--- config.mk ---
export PLATFORM = sky130hd
export DESIGN_NAME = key_debounce
export DESIGN_NICKNAME = d
export VERILOG_FILES = /design/src/rtl/key_debounce.sv
export SDC_FILE = /design/constraint.sdc
export NUM_CORES = 1
export LEC_CHECK = 0
export BUFFER_PORTS_ARGS = -buffer_cell sky130_fd_sc_hd__buf_2
export CAP_MARGIN = 40
export CORE_MARGIN = 8
export CORE_UTILIZATION = 60
export CTS_CLUSTER_SIZE = 20
export DETAILED_ROUTE_END_ITERATION = 16
export PLACE_DENSITY = 0.89
export SETUP_SLACK_MARGIN = 0.5
export SLEW_MARGIN = 25
export SYNTH_ARGS = -nofsm -noshare
export SYNTH_HDL_FRONTEND = slang
export SYNTH_SLANG_ARGS = --single-unit
--- constraint.sdc ---
create_clock -name clk -period 7.3 [get_ports clk]
set_clock_uncertainty 0.2 [all_clocks]
set_input_delay 1.46 -clock clk [delete_from_list [all_inputs] [get_ports clk]]
set_output_delay 1.46 -clock clk [all_outputs]
set_load 0.1 [all_outputs]
--- src/rtl/key_debounce.sv ---
// key_debounce: eight-key piano contact debouncer.
//
// Each raw contact passes through a two-flop synchronizer, then an
// independent four-state FSM (IDLE, PRESS_WAIT, HELD, RELEASE_WAIT). The FSM
// has its own counter and accepts a level change only after DEBOUNCE_CYCLES
// consecutive stable synchronized samples. All outputs are registered.
//
// Build option: define KEY_ACTIVE_LOW_EN for active-low contacts (raw 0 =
// pressed, synchronizer resets to 1). Default build: raw 1 = pressed,
// synchronizer resets to 0.
//
// Ports:
//   clk          system clock, rising edge
//   rst          asynchronous active-high reset
//   t0..t7       raw asynchronous key contacts (ti = key i)
//   chord[7:0]   debounced key states, 1 = pressed
//   chord_valid  one-cycle pulse whenever chord changes
//   key_press    one-cycle pulse per key on accepted press
//   key_release  one-cycle pulse per key on accepted release
//   key_count    popcount(chord), 0..8
module key_debounce #(
  parameter int unsigned DEBOUNCE_CYCLES = 50000
) (
  input  logic       clk,
  input  logic       rst,
  input  logic       t0,
  input  logic       t1,
  input  logic       t2,
  input  logic       t3,
  input  logic       t4,
  input  logic       t5,
  input  logic       t6,
  input  logic       t7,
  output logic [7:0] chord,
  output logic       chord_valid,
  output logic [7:0] key_press,
  output logic [7:0] key_release,
  output logic [3:0] key_count
);

  localparam int unsigned CW = $clog2(DEBOUNCE_CYCLES);
  localparam logic [CW-1:0] TERM = CW'(DEBOUNCE_CYCLES - 1);

`ifdef KEY_ACTIVE_LOW_EN
  localparam logic [7:0] SYNC_RST = '1;
  localparam logic [7:0] INV      = '1;
`else
  localparam logic [7:0] SYNC_RST = '0;
  localparam logic [7:0] INV      = '0;
`endif

  typedef enum logic [1:0] {
    IDLE,
    PRESS_WAIT,
    HELD,
    RELEASE_WAIT
  } state_t;

  logic [7:0]    raw;
  logic [7:0]    sync1;
  logic [7:0]    sync2;
  logic [7:0]    synced;
  state_t        state [8];
  logic [CW-1:0] cnt   [8];
  logic [7:0]    acc_press;
  logic [7:0]    acc_rel;
  logic [7:0]    chord_next;
  logic [3:0]    count_next;

  assign raw = {t7, t6, t5, t4, t3, t2, t1, t0};

  always_ff @(posedge clk or posedge rst) begin
    if (rst) begin
      sync1 <= SYNC_RST;
      sync2 <= SYNC_RST;
    end else begin
      sync1 <= raw;
      sync2 <= sync1;
    end
  end

  // Synchronized level in "pressed = 1" terms regardless of contact polarity.
  assign synced = sync2 ^ INV;

  // Accepted events are decoded ahead of the register stage so chord,
  // key_count and the pulses all update on the same edge as the FSM transition.
  always_comb begin
    acc_press  = '0;
    acc_rel    = '0;
    count_next = '0;
    for (int unsigned i = 0; i < 8; i++) begin
      acc_press[i] = (state[i] == PRESS_WAIT) && synced[i] && (cnt[i] == TERM);
      acc_rel[i]   = (state[i] == RELEASE_WAIT) && !synced[i] && (cnt[i] == TERM);
    end
    chord_next = (chord | acc_press) & ~acc_rel;
    for (int unsigned i = 0; i < 8; i++) begin
      count_next = count_next + 4'(chord_next[i]);
    end
  end

  always_ff @(posedge clk or posedge rst) begin
    if (rst) begin
      for (int unsigned i = 0; i < 8; i++) begin
        state[i] <= IDLE;
        cnt[i]   <= '0;
      end
      chord       <= '0;
      chord_valid <= 1'b0;
      key_press   <= '0;
      key_release <= '0;
      key_count   <= '0;
    end else begin
      for (int unsigned i = 0; i < 8; i++) begin
        case (state[i])
          IDLE: begin
            if (synced[i]) begin
              state[i] <= PRESS_WAIT;
              cnt[i]   <= '0;
            end
          end
          PRESS_WAIT: begin
            if (!synced[i]) begin
              state[i] <= IDLE;
            end else if (cnt[i] == TERM) begin
              state[i] <= HELD;
            end else begin
              cnt[i] <= cnt[i] + CW'(1);
            end
          end
          HELD: begin
            if (!synced[i]) begin
              state[i] <= RELEASE_WAIT;
              cnt[i]   <= '0;
            end
          end
          RELEASE_WAIT: begin
            if (synced[i]) begin
              state[i] <= HELD;
            end else if (cnt[i] == TERM) begin
              state[i] <= IDLE;
            end else begin
              cnt[i] <= cnt[i] + CW'(1);
            end
          end
          default: state[i] <= IDLE;
        endcase
      end
      chord       <= chord_next;
      key_press   <= acc_press;
      key_release <= acc_rel;
      chord_valid <= |{acc_press, acc_rel};
      key_count   <= count_next;
    end
  end

endmodule

==> metrics.cfg <==
[status]
status=complete, no violations

[drt]
viasPerCell=6.16
met2_length_mm=10.1
detail-route-antenna-nets=0
dr_total_vias=7659
route.met3.wl_mm=1.01
top_layer_used=met4
drc_errors=0
finalWirelength_mm=20.5
wl_met1_mm=9.06
drt_iter0_drc=646
routedWlPerCell_um=16.5
firstDrtPassIters=5

[floorplan]
fp-row-count=46
die_y_um=143
die_area_sq_um=20400
die_x_um=143
core_area_sq_um=15800
start_util_pct=61.1
ios=39

[critical_path]
crit_fanout=7
crit_buf_inv=4
crit_type=reg -> reg
crit_path_end_kind=flop
cp_top_family=adder cells
crit_arrival_ns=5.06
slowest_stage=or4_1
start_kind=flop
crit_chain=or4_4 > or4_1 > o21ai_0 > o21ai_0 > fa_1 > inv_1 > fa_1 > inv_1 > fa_1 > ha_1 > inv_1 > fa_1 > inv_1
critPathMaxStageDelay_ns=0.69
required_ns=7.43

[yosys]
ys_ff_latch=189
synthXorXnorAreaFrac_pct=4.53
synth_mux_area_share_pct=2.46
synthTopCellsByArea=dfrtp_1, nand2_1, nor2_1
synth-edff-count=0
async_reset_ff_share_pct=100
ys.flop_type=dfrtp_1
synth_top_area_cell=dfrtp_1
yosys.area_share.adder_pct=2.26
synthDominantCellAreaShare_pct=49.1
synth_compound_gate_area_share_pct=13.4
seq_area_frac_synth_pct=49.1
ys_warn_count=0
syn_inst=973
synth_area_sq_um=9630
synth.distinct_cells=86
synth.avg_cell_area_sq_um=9.90
synth_simple_gate_area_share_pct=25.8
mappedNetlistNets=998
synth_top_family_by_area=simple AND/OR/NAND/NOR gates

[place]
place_ws_ns=2.47
portBuffers=38
place.gp.congestion=0.897
placedCellCount=1210
dp_hpwl_mm=13.6
placed_area_sq_um=10000

[timing]
whs_ns=0.149
rsz0062_at_grt=false
fin_crit_sh_pct=67.5
worstMarginPinSlew_ns=0.782
tns_ns=0
fin_crit_ns=4.93
fmax_mhz=203
setup_viol_count_final=0
maxSlewViolCount=0
finalHoldViolations=0
relSlewSlack_pct=47.5
fin_ws_ns=2.37

[clock_tree]
postCtsSetupBuffers=0
cts-root-buf=clkbuf_16
clockBufferDepth=2
clock_latency_ns=0.44
cts_tree=yes
cts.clk_slew.worst_paths_ns=0.07
htreeDepth=4
clock-sinks=189
cts_made_buffers=17
postCtsHoldBufs=0
cts_resized=0

[global_routing]
grt_max_degree=190
grt_pass1_wl_mm=35.8
antenna_found_initial=0
overflow=0
grt_pass1_vias=7457
gr-usage-all-layers_pct=21.4

[finish]
multi_input_area_sq_um=4670
nets=1040
regArea_sq_um=4730
fillCellCount=1181
drive_above_1_share_pct=12.6
areaGrowthSynthToFinish_pct=10.6
design_area_sq_um=10700
antenna_cells=0
finalNonFillerCells=1244

[power_and_ir_drop]
power_density_nw_per_um2=204
cellLeakagePower_nw=4.72
ir_drop_mv=0.177

[hold_path]
min_path_type=reg -> reg

[job]
drv_cap=0

sequential cells by signal, summed over array words and instances (netlist names), named ones only:
signal and cells:
chord 8, sync1 8, key_count 4, state 8, sync2 8, cnt 128, key_press 8, chord_valid 1
key_release 8
final timing paths:
kind,startpoint,endpoint,slack [ns],depth (start not counted)
setup / recovery,cnt[116],key_count[1],2.37,13
hold reg to reg,sync1[0],sync2[0],0.15,0
max in group asynchronous,rst,cnt[75],5.11,4
min in group asynchronous,rst,sync1[4],0.89,3
hold / removal,sync1[0],sync2[0],0.15,0
setup reg to reg,cnt[116],key_count[1],2.37,13
synth_stat cells, types with 8 or more instances:
cell type	count
dfrtp_1	189
nand2_1	120
nor2_1	83
o21ai_0	60
nand3_1	54
inv_1	31
a21oi_1	30
a22o_1	29
xnor2_1	28
nand4_1	24
nor3_1	21
xor2_1	20
and3_1	15
clkbuf_1	14
mux2_2	13
o31ai_1	13
a31oi_1	12
ha_1	11
and2_1	10
nor4_1	10
or4_1	10
a21o_1	9
mux2i_1	9
nor3b_1	9
or3_1	8
cell usage in the layout, fill, tap and decap left out, drive strengths merged, types with 11 or more instances in the layout:
master    n
a21oi    31
a22o     29
a31oi    12
and3     16
buf      43
clkbuf   18
dfrtp   189
ha       11
inv      43
mux2     13
nand2   122
nand3    59
nand4    25
nor2     83
nor3     21
nor4     15
o21ai    65
o31ai    13
or4      15
xnor2    28
xor2     21
worst register-to-register path: stages, from the launching register on:
cell     delay [ns]
dfrtp_1        0.42
or4_4          0.56
or4_1          0.69
o21ai_0        0.23
o21ai_0        0.26
fa_1           0.61
inv_1          0.05
fa_1           0.48
inv_1          0.06
fa_1           0.48
ha_1           0.18
inv_1          0.07
fa_1           0.48
inv_1          0.06
per-stage QoR:
step | total power, mW | util, %
after floorplan | 1.22 | -
after global placement | 1.24 | 63.6
after detailed placement | 1.25 | 63.6
after CTS | 2.18 | 67.3
after global routing | 2.26 | 67.6
final | 2.17 | 67.6
layout make-up:
| cell class | instances | share of cell area, % |
|---|---|---|
| multi-input cells | 730 | 43.8 |
| clock buffers | 17 | 3.99 |
| flip-flops and latches | 189 | 44.4 |
| clock inverters | 15 | 1.54 |
| well taps | 216 | 2.54 |
| inverters | 33 | 1.20 |
| repair buffers | 44 | 2.51 |
metal layers:
layer | up-vias | track usage, %
li1 | 3641 | -
met5 | - | 0
met2 | 212 | 34.9
met1 | 3774 | 28.1
met3 | 32 | 4.24
met4 | 0 | 7.33
report_power, final:
group          total (mW)  switching, mW  internal (mW)
clock network       0.937          0.446          0.491
logic               0.113         0.0705         0.0426
registers            1.12         0.0443           1.08
logic make-up (layout without fill, tap and decap cells):
group                      Yosys count  after routing
and+or+nand+nor                    447            447
AOI/OAI and AO/OA                  197            197
DFF                                189            189
buffers and inverters               54            109
xor gates and xnor gates            49             49
muxes                               22             22
adders and majority gates           15             15
(Power assumes the default switching activity.)
